## src/rtl/sub_bytes_iter.sv

```systemverilog
// Iterative AES byte substitution: LANES S-box lookups per cycle over a 128-bit block,
// with per-byte pass-through mask and forward/inverse selection latched at acceptance.
module sub_bytes_iter #(
  parameter int unsigned LANES = 4
) (
  input  logic         clk,
  input  logic         rst_n,
  input  logic         in_valid,
  output logic         in_ready,
  input  logic [127:0] in_data,
  input  logic         in_inv,
  input  logic [15:0]  in_mask,
  output logic         out_valid,
  input  logic         out_ready,
  output logic [127:0] out_data,
  output logic         busy
);

  localparam int unsigned GROUPS = 16 / LANES;
  localparam int unsigned GW     = (GROUPS > 1) ? $clog2(GROUPS) : 1;

  if (!(LANES == 1 || LANES == 2 || LANES == 4 || LANES == 8 || LANES == 16)) begin : g_bad_lanes
    $error("sub_bytes_iter: LANES must be 1, 2, 4, 8 or 16");
  end

  // Entry 0 sits in the most significant byte of each table.
  localparam logic [2047:0] FWD = {
    128'h637c777bf26b6fc53001672bfed7ab76, 128'hca82c97dfa5947f0add4a2af9ca472c0,
    128'hb7fd9326363ff7cc34a5e5f171d83115, 128'h04c723c31896059a071280e2eb27b275,
    128'h09832c1a1b6e5aa0523bd6b329e32f84, 128'h53d100ed20fcb15b6acbbe394a4c58cf,
    128'hd0efaafb434d338545f9027f503c9fa8, 128'h51a3408f929d38f5bcb6da2110fff3d2,
    128'hcd0c13ec5f974417c4a77e3d645d1973, 128'h60814fdc222a908846eeb814de5e0bdb,
    128'he0323a0a4906245cc2d3ac629195e479, 128'he7c8376d8dd54ea96c56f4ea657aae08,
    128'hba78252e1ca6b4c6e8dd741f4bbd8b8a, 128'h703eb5664803f60e613557b986c11d9e,
    128'he1f8981169d98e949b1e87e9ce5528df, 128'h8ca1890dbfe6426841992d0fb054bb16
  };

  localparam logic [2047:0] INV = {
    128'h52096ad53036a538bf40a39e81f3d7fb, 128'h7ce339829b2fff87348e4344c4dee9cb,
    128'h547b9432a6c2233dee4c950b42fac34e, 128'h082ea16628d924b2765ba2496d8bd125,
    128'h72f8f66486689816d4a45ccc5d65b692, 128'h6c704850fdedb9da5e154657a78d9d84,
    128'h90d8ab008cbcd30af7e45805b8b34506, 128'hd02c1e8fca3f0f02c1afbd0301138a6b,
    128'h3a9111414f67dcea97f2cfcef0b4e673, 128'h96ac7422e7ad3585e2f937e81c75df6e,
    128'h47f11a711d29c5896fb7620eaa18be1b, 128'hfc563e4bc6d279209adbc0fe78cd5af4,
    128'h1fdda8338807c731b11210592780ec5f, 128'h60517fa919b54a0d2de57a9f93c99cef,
    128'ha0e03b4dae2af5b0c8ebbb3c83539961, 128'h172b047eba77d626e169146355210c7d
  };

  function automatic logic [7:0] sbox(input logic inv, input logic [7:0] b);
    int unsigned pos;
    pos = 8 * (255 - int'(b));
    return inv ? INV[pos +: 8] : FWD[pos +: 8];
  endfunction

  typedef enum logic [1:0] {IDLE, RUN, DONE} state_t;

  state_t          state_q, state_d;
  logic [GW-1:0]   grp_q, grp_d;
  logic [127:0]    data_q, data_d;
  logic            inv_q, inv_d;
  logic [15:0]     mask_q, mask_d;
  int unsigned     bi;

  always_ff @(posedge clk or negedge rst_n) begin
    if (!rst_n) begin
      state_q <= IDLE;
      grp_q   <= '0;
      data_q  <= '0;
      inv_q   <= 1'b0;
      mask_q  <= '0;
    end else begin
      state_q <= state_d;
      grp_q   <= grp_d;
      data_q  <= data_d;
      inv_q   <= inv_d;
      mask_q  <= mask_d;
    end
  end

  always_comb begin
    state_d = state_q;
    grp_d   = grp_q;
    data_d  = data_q;
    inv_d   = inv_q;
    mask_d  = mask_q;
    bi      = 0;
    unique case (state_q)
      IDLE: begin
        if (in_valid) begin
          data_d  = in_data;
          inv_d   = in_inv;
          mask_d  = in_mask;
          grp_d   = '0;
          state_d = RUN;
        end
      end
      RUN: begin
        // Each lane owns one byte of the current group; masked-off bytes keep their value.
        for (int unsigned l = 0; l < LANES; l++) begin
          bi = int'(grp_q) * LANES + l;
          if (mask_q[bi]) begin
            data_d[8*bi +: 8] = sbox(inv_q, data_q[8*bi +: 8]);
          end
        end
        if (grp_q == GW'(GROUPS - 1)) begin
          grp_d   = '0;
          state_d = DONE;
        end else begin
          grp_d = grp_q + GW'(1);
        end
      end
      DONE: begin
        if (out_ready) begin
          state_d = IDLE;
        end
      end
      default: state_d = IDLE;
    endcase
  end

  assign in_ready  = (state_q == IDLE);
  assign out_valid = (state_q == DONE);
  assign busy      = (state_q != IDLE);
  assign out_data  = data_q;

endmodule
```

## config.mk

```make
export PLATFORM = sky130hd
export DESIGN_NAME = sub_bytes_iter
export DESIGN_NICKNAME = d
export VERILOG_FILES = /design/src/rtl/sub_bytes_iter.sv
export SDC_FILE = /design/constraint.sdc
export NUM_CORES = 2
export LEC_CHECK = 0
export ABC_AREA = 1
export CAP_MARGIN = 20
export CELL_PAD_IN_SITES_DETAIL_PLACEMENT = 2
export CELL_PAD_IN_SITES_GLOBAL_PLACEMENT = 2
export CORE_AREA = 2 2 311 313
export DETAILED_ROUTE_END_ITERATION = 10
export DIE_AREA = 0 0 313 315
export GPL_TIMING_DRIVEN = 1
export PLACE_DENSITY_LB_ADDON = 0.1
export SLEW_MARGIN = 5
export SYNTH_ARGS = -nofsm -noshare
export SYNTH_HDL_FRONTEND = slang
export SYNTH_SLANG_ARGS = --single-unit
```

## constraint.sdc

```tcl
create_clock -name clk -period 4.8 [get_ports clk]
set_clock_uncertainty 0.05 [all_clocks]
set_input_delay 0.72 -clock clk [delete_from_list [all_inputs] [get_ports clk]]
set_output_delay 0.72 -clock clk [all_outputs]
set_load 0.1 [all_outputs]
```

Word level (Yosys, flattened, before mapping):

Cells that the tools add are included.

* bits in registers: 149
* input port bits: 149
* output and inout bits: 131

* reductions and logical operators: 6
* multiplexer cells: 32
* equality and inequality tests: 6
* magnitude comparators: 4
* $add $sub $neg: 12
* shift operators: 20

Operator list (count)
* 2048-bit by 33-bit indexed part select with 8-bit output (first input constant): 8
* 128-bit two-way mux: 8
* 128-bit bitwise mux: 4
* 8-bit by 34-bit variable shift with 128-bit output (first input constant): 4
* 8-bit by 34-bit indexed part select with 128-bit output: 4
* 128-bit by 9-bit indexed part select with 8-bit output: 3
* 128-bit one-hot mux with 2 select lines: 1
* 128-bit by 8-bit indexed part select with 8-bit output: 1
* 8-bit negator with 34-bit output: 3
* 8-bit by 8-bit subtractor with 9-bit output (first input constant): 4
* 7-bit negator with 34-bit output: 1
* 8-bit two-way mux: 4
* 5-bit less-than comparator (second input constant): 3
* 1-bit binary-select mux with 4-bit select: 3
* 4-bit by 2-bit adder with 5-bit output (second input constant): 2
* 2-bit two-way mux: 5
* 2-bit one-hot mux with 3 select lines: 1
* 4-bit by 1-bit adder with 5-bit output (second input constant): 1
* 4-bit by 5-bit less-than comparator with 1-bit output (second input constant): 1
* 2-bit equality test (second input constant): 2
* 1-bit two-way mux: 4
* 2-bit != test (second input constant): 2
* 2-bit one-hot mux with 2 select lines: 1
* 2-bit AND reduction: 2
* 7 further kinds: 8

Longest topological paths before layout:

* depth after elaboration: 17
* depth in mapped cells: 24
* gate-level depth less buffers: 22

Worst setup path after synthesis:

Ideal clock, no wire load.

* kind: reg-to-reg
* start: register inv_q
* end: register data_q[65], in the netlist out_data[65]
* cell stages (with the launch flop): 18
* setup time: 0.087 ns
* arrival: 3.967 ns
* setup slack: 0.696 ns
* buffers on the path: 4
* cells stage by stage: dfrtp_1 -> buf_2 -> inv_2 -> buf_2 -> clkbuf_1 -> ha_1 -> inv_1 -> nand3_1 -> buf_2 -> nand3_1 -> nand3_1 -> nand3_1 -> nand3_1 -> nand3_1 -> nand3_1 -> nand2_1 -> nand3_1 -> a22oi_1

* longest elaborated chain between the ends: 14
* elaborated cells between the ends (all ways): 20

Ends and longest elaborated chain
* start, declared: line 60 `logic inv_q, inv_d;`
* start signal, assigned: line 75 `inv_q <= inv_d;`
* 8-bit two-way mux: line 52 `return inv ? INV[pos +: 8] : FWD[pos +: 8];`
* 8-bit by 34-bit indexed part select with 128-bit output: line 102 `data_d[8*bi +: 8] = sbox(inv_q, data_q[8*bi +: 8]);`
* 128-bit bitwise mux: line 102
* 128-bit two-way mux: line 101 `if (mask_q[bi]) begin`
* 128-bit two-way mux: line 87 `unique case (state_q)`
* 128-bit bitwise mux: line 102
* 128-bit two-way mux: line 101
* 128-bit two-way mux: line 87
* 128-bit bitwise mux: line 102
* 128-bit two-way mux: line 101
* 128-bit two-way mux: line 87
* 128-bit bitwise mux: line 102
* 128-bit two-way mux (*): line 101
* 128-bit one-hot mux with 2 select lines (*): line 87
* end signal, assigned: line 74 `data_q <= data_d;`
* end, declared: line 59 `logic [127:0] data_q, data_d;`

Mark *: on every way between the ends. The rest lies on a longest branch, timed or not. The select of a mux whose other input is x is not followed.
A chain may end at the register's enable or synchronous reset.

Final worst setup path:

* start: register grp_q[0]
* end: register data_q[111], in the netlist out_data[111]

* longest elaborated chain between the ends: 17
* elaborated cells between the ends (all ways): 55

Ends and longest elaborated chain
* start, declared: line 58 `logic [GW-1:0] grp_q, grp_d;`
* start signal, assigned: line 73 `grp_q <= grp_d;`
* parallel branches: the longest is 15 deep, another holds 8-bit by 8-bit subtractor with 9-bit output
* 128-bit two-way mux (*): line 101
* 128-bit one-hot mux with 2 select lines (*): line 87

Mark *: on every way between the ends. The select of a mux whose other input is x is not followed.

==> out/metrics.cfg <==
[sta]
slew_violations = 0
tightestPinTransition_ns = 1.16
setup_viol = 4
hold_violations = 0
fmaxAchievable_mhz = 205
min_period_over_period_pct = 102
period_needed_ns = 4.88
rsz0062_at_grt = false
slew_headroom_pct = 22.1
fin_ws_ns = -0.0842

[synthesis]
async_flop_share_pct = 100
syn_avg_cell_area_sq_um = 5.45
synth-seq-cells = 149
synth_top_area_share_pct = 34.3
yosysWarnings = 0
synthTopCellsByArea = nand3_1, nand2_1, dfrtp_1, a21oi_1, buf_2
synth_seq_area_share_pct = 12.7
syn_nets = 5633
synthFlopType = dfrtp_1
syn_inst = 5395
synth_edf_count = 0
yosysUniqueCellTypes = 46
synth_area_sq_um = 29400
synth_top_area_cell = nand3_1

[routing]
drc = 0
firstDrtPassIters = 8
ant_nets = 0
routed-via-count = 45300
wire_per_inst_microns = 36.0
vias_per_cell = 6.70
wl_microns = 244000
drtIter0Drc = 6924

[floorplanning]
core_sq_um = 95700
ios = 280
rows = 114
fp.dieW_microns = 313
start_util_pct = 30.7
die_area_sq_um = 98600
die_height_microns = 315

[place]
numPortBuffers = 279
dp_hpwl_microns = 183000
gp_congestion = 1.06
dp_cells = 6729

[run_status]
outcome = finished with violations
violations = setup timing

[global_routing]
grt_use_total_pct = 47.5
first_global_vias = 45400
grt_use_met3_pct = 13.2
busiest_layer = met2
gr-usage-met2_pct = 71.8
grt_remaining_overflow = 0
grt_max_degree = 83
antenna_found_initial = 14
grt_pass1_wl_microns = 342000
met1_usage_pct = 60.0

[worst_hold_path]
hp-class = in -> async

[critical_path]
r2r_end = out_data[111]
cp_data_required_time_ns = 5.14
r2r_cells = 18
crit_type = reg -> reg
cp-end-kind = flop
r2r_setup_slack_ns = -0.08
critPathMaxFanout = 32
crit_arrival_ns = 5.23
r2r-start = grp_q[0]
critPathLaunchType = flop

[clocking]
clkSinkCount = 149
cts.path.max_buffers = 2
cts_tree = yes
clk_latency_ns = 0.54
cts-root-buf = clkbuf_16
numCtsBuffers = 17
cts_resized = 0
h-tree-depth = 4
path_clk_slew_ns = 0.08
ctsHoldBuffers = 0
post_cts_buffers = 0

[cells_and_area]
final_cell_mix = nand3_1, nand2_1, a21oi_1, nor2_1, clkdlybuf4s50_1
postLayoutCoreUtil_pct = 35.5
stdcell_count = 6767
fin_nets = 5711
layout-drive-gt1-share_pct = 8.15
layout_commonest_cell = nand3_1
num-fill-cells = 12300
area_growth_pct = 15.5

[job]
max_cap_viol_count = 0

==> Yosys cell counts, types with 42 or more instances <==
| cell | number |
|---|---|
| clkbuf_1 | 89 |
| inv_1 | 207 |
| ha_1 | 89 |
| nor2_1 | 291 |
| nand2_1 | 1376 |
| nand4_1 | 54 |
| buf_4 | 42 |
| nand3_1 | 2012 |
| dfrtp_1 | 149 |
| nand2_2 | 42 |
| a21oi_1 | 357 |
| buf_2 | 226 |
| o21ai_0 | 104 |
| o211ai_1 | 69 |
| or2_2 | 42 |
==> per-stage QoR <==
| step | hold WS (ns) | cell area [sq um] | setup TNS, ns | worst slack, ns |
|---|---|---|---|---|
| CTS | 0.289 | 33900 | 0 | 0.123 |
| floorplan | 0.374 | 29400 | 0 | 0.696 |
| global placement | 0.439 | 33300 | 0 | 0.209 |
| finish | 0.216 | 34000 | -0.269 | -0.0842 |
| detailed placement | 0.446 | 33300 | 0 | 0.188 |
| global route | 0.297 | 33900 | 0 | 0.0236 |
==> registers in the layout (all words and copies together) (netlist names) <==
register  count
grp_q         2
inv_q         1
mask_q       16
out_data    128
state_q       2
==> cells by family after synthesis <==
| logic type | after synthesis | synth area share [%] |
|---|---|---|
| compound gates | 595 | 11.6 |
| fa+ha+maj | 89 | 3.79 |
| buf+inv | 663 | 10.8 |
| flops | 149 | 12.7 |
| mux | 16 | 0.613 |
| simple gates | 3883 | 60.5 |
==> cell type report <==
type	count	area, sq um	share of cell area, %
tap	1276	1600	4.70
clock buffer	17	425	1.25
inverter	250	963	2.84
multi-input combinational	4583	22600	66.4
sequential	149	3730	11.0
clock inverter	15	160	0.472
timing repair buffer	472	4500	13.3
antenna	5	12.5	0.0368
==> worst max-delay path by stage <==
| stage | to | start | cells after the start |
|---|---|---|---|
| after floorplan | out_data[65] | inv_q | 17 |
| after global placement | out_data[111] | grp_q[0] | 18 |
| after detailed placement | out_data[15] | grp_q[0] | 18 |
| after CTS | out_data[111] | grp_q[0] | 18 |
| after global routing | out_data[111] | grp_q[0] | 18 |
| final | out_data[111] | grp_q[0] | 18 |
==> layer usage <==
metal / vias to the layer above / part of all wire, %
met5: - / 0.041
met4: 14 / 7.2
met3: 882 / 11
met2: 3238 / 42
met1: 22500 / 39
li1: 18700 / -
==> critical path, cell delays in order, from the launching register on <==
cell     delay [ns]
dfrtp_4        0.57
inv_4          0.26
buf_12         0.25
nand2_1        0.08
nand3_1        0.14
nand2_4        0.19
inv_2          0.28
ha_1           0.34
inv_1          0.17
nand2_1        0.52
nand2_1        0.34
nand3_1        0.23
nand3_1        0.28
nand3_1        0.24
nand3_1        0.15
nand3_1        0.16
nand2_1        0.22
nand3_1        0.15
a21oi_1        0.08
Power is not shown: default switching activity piles up to over one toggle a cycle in this logic, so the estimate is an artifact.
